## config.mk

```make
export PLATFORM = sky130hd
export DESIGN_NAME = trap_sequencer
export DESIGN_NICKNAME = d
export VERILOG_FILES = /design/src/rtl/trap_sequencer.sv
export SDC_FILE = /design/constraint.sdc
export NUM_CORES = 1
export LEC_CHECK = 0
export BUFFER_PORTS_ARGS = -buffer_cell sky130_fd_sc_hd__buf_2
export CORE_AREA = 2 2 201 203
export CTS_CLUSTER_SIZE = 8
export DETAILED_ROUTE_END_ITERATION = 12
export DIE_AREA = 0 0 203 205
export PLACE_DENSITY = 0.52
export SLEW_MARGIN = 20
export SYNTH_ARGS = -nofsm -noshare
export SYNTH_HDL_FRONTEND = slang
export SYNTH_SLANG_ARGS = --single-unit
```

## constraint.sdc

```tcl
create_clock -name CLK -period 4.2 [get_ports CLK]
set_input_delay 0.42 -clock CLK [delete_from_list [all_inputs] [get_ports CLK]]
set_output_delay 0.42 -clock CLK [all_outputs]
set_load 0.01 [all_outputs]
```

## src/rtl/trap_sequencer.sv

```systemverilog
// Machine-mode trap entry / MRET sequencer: latches trap context from writeback,
// streams mepc/mcause/mtval/mstatus through the CSR write port, then redirects the PC.
module trap_sequencer #(
    parameter int XLEN       = 64,
    parameter bit RESET_PRIV = 1'b1
) (
    input  logic            CLK,
    input  logic            RESET,
    input  logic            WB_V,
    input  logic [XLEN-1:0] WB_PC,
    input  logic [31:0]     WB_IR,
    input  logic            WB_MRET,
    input  logic [7:0]      EXC_FLAGS,
    input  logic [XLEN-1:0] TVAL_IN,
    input  logic            TIMER,
    input  logic            EXTERNAL,
    input  logic [XLEN-1:0] MSTATUS_IN,
    input  logic [XLEN-1:0] MTVEC_IN,
    input  logic [XLEN-1:0] MEPC_IN,
    output logic            CSR_WE,
    output logic [11:0]     CSR_ADDR,
    output logic [XLEN-1:0] CSR_WDATA,
    output logic            FLUSH,
    output logic            STALL,
    output logic            PC_REDIRECT,
    output logic [XLEN-1:0] REDIRECT_TARGET,
    output logic            PRIV_OUT,
    output logic            BUSY
);

    typedef enum logic [2:0] {
        IDLE      = 3'd0,
        W_MEPC    = 3'd1,
        W_MCAUSE  = 3'd2,
        W_MTVAL   = 3'd3,
        W_MSTATUS = 3'd4,
        REDIR     = 3'd5,
        R_MSTATUS = 3'd6
    } state_t;

    localparam logic [XLEN-1:0] INTR_BIT = {1'b1, {(XLEN-1){1'b0}}};

    state_t          state_q, state_d;
    logic [XLEN-1:0] cause_q, cause_d;
    logic [XLEN-1:0] epc_q, epc_d;
    logic [XLEN-1:0] tval_q, tval_d;
    logic            priv_q, priv_d;
    logic            mret_q, mret_d;

    logic            exc_any;
    logic [3:0]      exc_code;
    logic            intr_take;
    logic [3:0]      intr_code;
    logic [XLEN-1:0] trap_mstatus;
    logic [XLEN-1:0] mret_mstatus;
    logic [XLEN-1:0] tvec_base;
    logic [XLEN-1:0] trap_target;

    // Fixed exception priority chain; ECALL code depends on the current privilege.
    always_comb begin
        exc_code = 4'd0;
        if (EXC_FLAGS[1])      exc_code = 4'd1;
        else if (EXC_FLAGS[2]) exc_code = 4'd2;
        else if (EXC_FLAGS[0]) exc_code = 4'd0;
        else if (EXC_FLAGS[3]) exc_code = priv_q ? 4'd11 : 4'd8;
        else if (EXC_FLAGS[6]) exc_code = 4'd6;
        else if (EXC_FLAGS[4]) exc_code = 4'd4;
        else if (EXC_FLAGS[7]) exc_code = 4'd7;
        else if (EXC_FLAGS[5]) exc_code = 4'd5;
    end

    assign exc_any   = |EXC_FLAGS;
    assign intr_take = !exc_any && MSTATUS_IN[3] && (TIMER || EXTERNAL);
    assign intr_code = EXTERNAL ? 4'd11 : 4'd7;

    always_comb begin
        trap_mstatus        = MSTATUS_IN;
        trap_mstatus[7]     = MSTATUS_IN[3];
        trap_mstatus[3]     = 1'b0;
        trap_mstatus[12:11] = {2{priv_q}};
        mret_mstatus        = MSTATUS_IN;
        mret_mstatus[3]     = MSTATUS_IN[7];
        mret_mstatus[7]     = 1'b1;
        mret_mstatus[12:11] = 2'b00;
    end

    // Only interrupts honour vectored mode; modes 10/11 fall back to direct.
    assign tvec_base   = {MTVEC_IN[XLEN-1:2], 2'b00};
    assign trap_target = (cause_q[XLEN-1] && (MTVEC_IN[1:0] == 2'b01))
                       ? tvec_base + XLEN'({cause_q[5:0], 2'b00})
                       : tvec_base;

    always_comb begin
        state_d         = state_q;
        cause_d         = cause_q;
        epc_d           = epc_q;
        tval_d          = tval_q;
        priv_d          = priv_q;
        mret_d          = mret_q;
        CSR_WE          = 1'b0;
        CSR_ADDR        = 12'h000;
        CSR_WDATA       = '0;
        PC_REDIRECT     = 1'b0;
        REDIRECT_TARGET = '0;
        BUSY            = (state_q != IDLE);
        FLUSH           = (state_q != IDLE);
        STALL           = (state_q != IDLE);

        case (state_q)
            IDLE: begin
                if (WB_V) begin
                    if (exc_any || intr_take) begin
                        epc_d   = WB_PC;
                        mret_d  = 1'b0;
                        state_d = W_MEPC;
                        if (exc_any) begin
                            cause_d = XLEN'(exc_code);
                            case (exc_code)
                                4'd0, 4'd1, 4'd4,
                                4'd5, 4'd6, 4'd7: tval_d = TVAL_IN;
                                4'd2:             tval_d = XLEN'(WB_IR);
                                default:          tval_d = '0;
                            endcase
                        end else begin
                            cause_d = INTR_BIT | XLEN'(intr_code);
                            tval_d  = '0;
                        end
                    end else if (WB_MRET) begin
                        mret_d  = 1'b1;
                        state_d = R_MSTATUS;
                    end
                end
            end
            W_MEPC: begin
                CSR_WE    = 1'b1;
                CSR_ADDR  = 12'h341;
                CSR_WDATA = {epc_q[XLEN-1:2], 2'b00};
                state_d   = W_MCAUSE;
            end
            W_MCAUSE: begin
                CSR_WE    = 1'b1;
                CSR_ADDR  = 12'h342;
                CSR_WDATA = cause_q;
                state_d   = W_MTVAL;
            end
            W_MTVAL: begin
                CSR_WE    = 1'b1;
                CSR_ADDR  = 12'h343;
                CSR_WDATA = tval_q;
                state_d   = W_MSTATUS;
            end
            W_MSTATUS: begin
                CSR_WE    = 1'b1;
                CSR_ADDR  = 12'h300;
                CSR_WDATA = trap_mstatus;
                priv_d    = 1'b1;
                state_d   = REDIR;
            end
            R_MSTATUS: begin
                CSR_WE    = 1'b1;
                CSR_ADDR  = 12'h300;
                CSR_WDATA = mret_mstatus;
                priv_d    = (MSTATUS_IN[12:11] != 2'b00);
                state_d   = REDIR;
            end
            REDIR: begin
                PC_REDIRECT     = 1'b1;
                REDIRECT_TARGET = mret_q ? MEPC_IN : trap_target;
                state_d         = IDLE;
            end
            default: state_d = IDLE;
        endcase
    end

    assign PRIV_OUT = priv_q;

    always_ff @(posedge CLK or posedge RESET) begin
        if (RESET) begin
            state_q <= IDLE;
            cause_q <= '0;
            epc_q   <= '0;
            tval_q  <= '0;
            priv_q  <= RESET_PRIV;
            mret_q  <= 1'b0;
        end else begin
            state_q <= state_d;
            cause_q <= cause_d;
            epc_q   <= epc_d;
            tval_q  <= tval_d;
            priv_q  <= priv_d;
            mret_q  <= mret_d;
        end
    end

endmodule

```

==> run metrics <==
status=finished clean; Post-CTS Hold Buffers=0; Yosys cell types=57; R2R Setup Slk=1430 ps; VDD IR max=0.000362 V; worst slack, placed=595 ps; Final #Nets=around 2000; mapped cell area=around 9000 um2; RSZ-0062 raised after global routing=false; sequential fraction of the synthesis area=0.377; root buffer cell=clkbuf_16; Final min period=between 3000 and 4000 ps; core area=a little under 40000 um2; FFs w/ async S/R, synth=1.00; vias in the first global route=10161; layout cell share with drive strength beyond 1=0.360; Sink Count=approximately 140; vias post-DR=roughly 10000; routed len/inst=around 20 um; GRT Overall Usage=0.198; Rel. slew slack=0.436; Fill cells=4311; die height=205 um; CP Max Fanout=6; final setup margin=approximately 290 ps; floorplan row count=73; Critical Path RT=between 3000 and 4000 ps; cell count after synthesis=roughly 1100; CTS tree=built; Starting Density=0.229; Setup Crit Path Kind=reg2out; routability congestion estimate=roughly 0.89; DRT iter0 DRCs=between 600 and 700; total gr overflow=0; Worst EP arrival=between 3000 and 4000 ps; Die X=slightly above 200 um; dpl hpwl=33800 um; top_reg_cell synth=dfrtp_1; Lkg Pwr=6.46 nW; htree depth=4; crit share post-route=0.932; CP startpoint kind=register; worst-margin pin slew=roughly 850 ps; io pins=approximately 510; Slew Viols, Final=0; crit end category=output pin; largest net degree at the start of global routing=between 70 and 80; Antenna Violating Nets Remaining=0; FF-to-FF path depth=6; max cap viols=0; setup tns final=0 ps; Critical Path Start=cause_q[0]; Finished Cell Area=12600 um2; FF-to-FF End=tval_q[28]; TritonCTS Buffers=17; Syn Area/Cell=around 7.9 um2; Area Overhead vs Synth=40.1%; Fin Clk Skew=between 4 and 5 ps; CTS clock-pin slew for the worst setup and hold paths=60 ps; Achievable Freq=around 260 MHz; I/O Buffers=roughly 500; Final Hold Fails=0; Die ar.=between 40000 and 50000 um2; remaining routing DRC violations=0; vias per cell=roughly 4.8; first-pass GRT wire length=61900 um; Reg2Reg Launch Point=state_q[0]; Hold Path Class=in2async; final wirelength=between 40000 and 50000 um; Placed Instance Area=about 12000 um2; cell area power density=around 600 nW/um2; Critical Path Sink=REDIRECT_TARGET[46]; antenna violations before repair=15; EDFF count, synth=0; Initial DRT Pass Iterations=6; clk buf depth=2; YS warnings=0; Pwr Total=approximately 7.6 mW; Final Core Density=0.321; commonest non-fill, non-tap cell in the layout=buf_2; worst skew pair latency=between 400 and 500 ps; most frequent cells in the layout=buf_2 (502), nand2_1 (284), dfrtp_1 (134), o21ai_0 (125), mux2i_1 (63); Seq cells post-synth=~140; Setup Viol. Count Final=0
cells in the mapped netlist, drive strengths merged, types with 2 or more instances:
master    n  share of area
a211oi    9         0.0075
a21o      2         0.0017
a21oi    56          0.031
a222oi   32          0.036
a22o     32          0.031
a22oi     2         0.0017
a31oi     9         0.0062
and2      4         0.0028
and3      9         0.0062
and4      5         0.0049
buf      39          0.026
clkbuf   52          0.022
dfrtp   135           0.37
ha        4         0.0055
inv      50          0.021
mux2i    63          0.070
nand2   285           0.12
nand2b    6         0.0042
nand3    38          0.021
nand3b    2         0.0017
nand4    27          0.019
nor2     37          0.015
nor2b     3         0.0021
nor3     20          0.013
nor3b     5         0.0058
nor4     10         0.0093
o21ai   125          0.069
o21bai    2         0.0017
o31ai     3         0.0025
or2       2         0.0014
or3       9         0.0062
or3b      2         0.0019
or4       3         0.0025
or4b      2         0.0022
xnor2    15          0.015
xor2     29          0.028
what timing repair did:
item	4_1_cts	5_1_grt
setup endpoints to repair	0	1
resized for setup	0	1
setup buffers	0	0
worst min-delay path by stage:
stage,start,endpoint
after floorplan,epc_q[10],epc_q[10]
final,RESET,epc_q[18]
after global routing,WB_PC[17],epc_q[17]
after detailed placement,epc_q[58],epc_q[58]
after CTS,RESET,epc_q[18]
after global placement,epc_q[45],epc_q[45]
layer usage:
metal / share of wire / vias to the layer above / GRT usage
met5: 0.0021 / - / 0
met2: 0.54 / 475 / 0.382
met4: 0.022 / 14 / 0.0623
met3: 0.072 / 60 / 0.0434
met1: 0.37 / 4908 / 0.214
li1: - / 4912 / -
per-stage QoR:
step | hold WS (ps) | instances
after floorplan | 445 | 1144
after global placement | 457 | 2103
after detailed placement | 461 | 2103
after CTS | 144 | 2135
after global routing | 169 | 2138
final | 116 | 2140
power breakdown:
part	total (mW)	switching [mW]	internal, mW
Combinational	3.70	2.21	1.49
Clock	1.47	0.641	0.827
Sequential	2.41	0.478	1.93
kinds of logic (layout without fill, tap and decap cells):
| logic type | Yosys count | count (layout) | synth area share |
|---|---|---|---|
| and+or+nand+nor | 471 | 471 | 0.240 |
| muxes | 63 | 63 | 0.0699 |
| buffers and inverters | 141 | 607 | 0.0687 |
| xor gates and xnor gates | 44 | 44 | 0.0427 |
| adders and majority gates | 5 | 5 | 0.00777 |
| other | 1 | 12 | 0.000416 |
| DFF | 136 | 136 | 0.377 |
| AOI/OAI and AO/OA | 277 | 277 | 0.193 |
area by class of cell:
type	count	area [um2]	area share
multi-input cells	867	5060	0.401
flip-flops and latches	136	3410	0.270
repair buffers	525	2740	0.216
well taps	525	657	0.0520
clock buffers	17	425	0.0337
inverters	50	193	0.0152
clock inverters	15	143	0.0113
diodes	5	12.5	0.000990
sequential cells by signal (all words and copies together), names as in the netlist:
signal / cells
tval_q: 64
state_q: 3
mret_q: 1
PRIV_OUT: 1
epc_q: 62
cause_q: 5
critical path, stage by stage, from the launching register on:
cell and delay (ps):
dfrtp_1 410, ha_1 220, inv_1 60, fa_1 370
nand2b_1 190, a21o_1 230, or4b_1 730, nor3_1 260
nor2_1 60, a21oi_1 340, buf_2 200
Power figures use the tool's default switching activity.
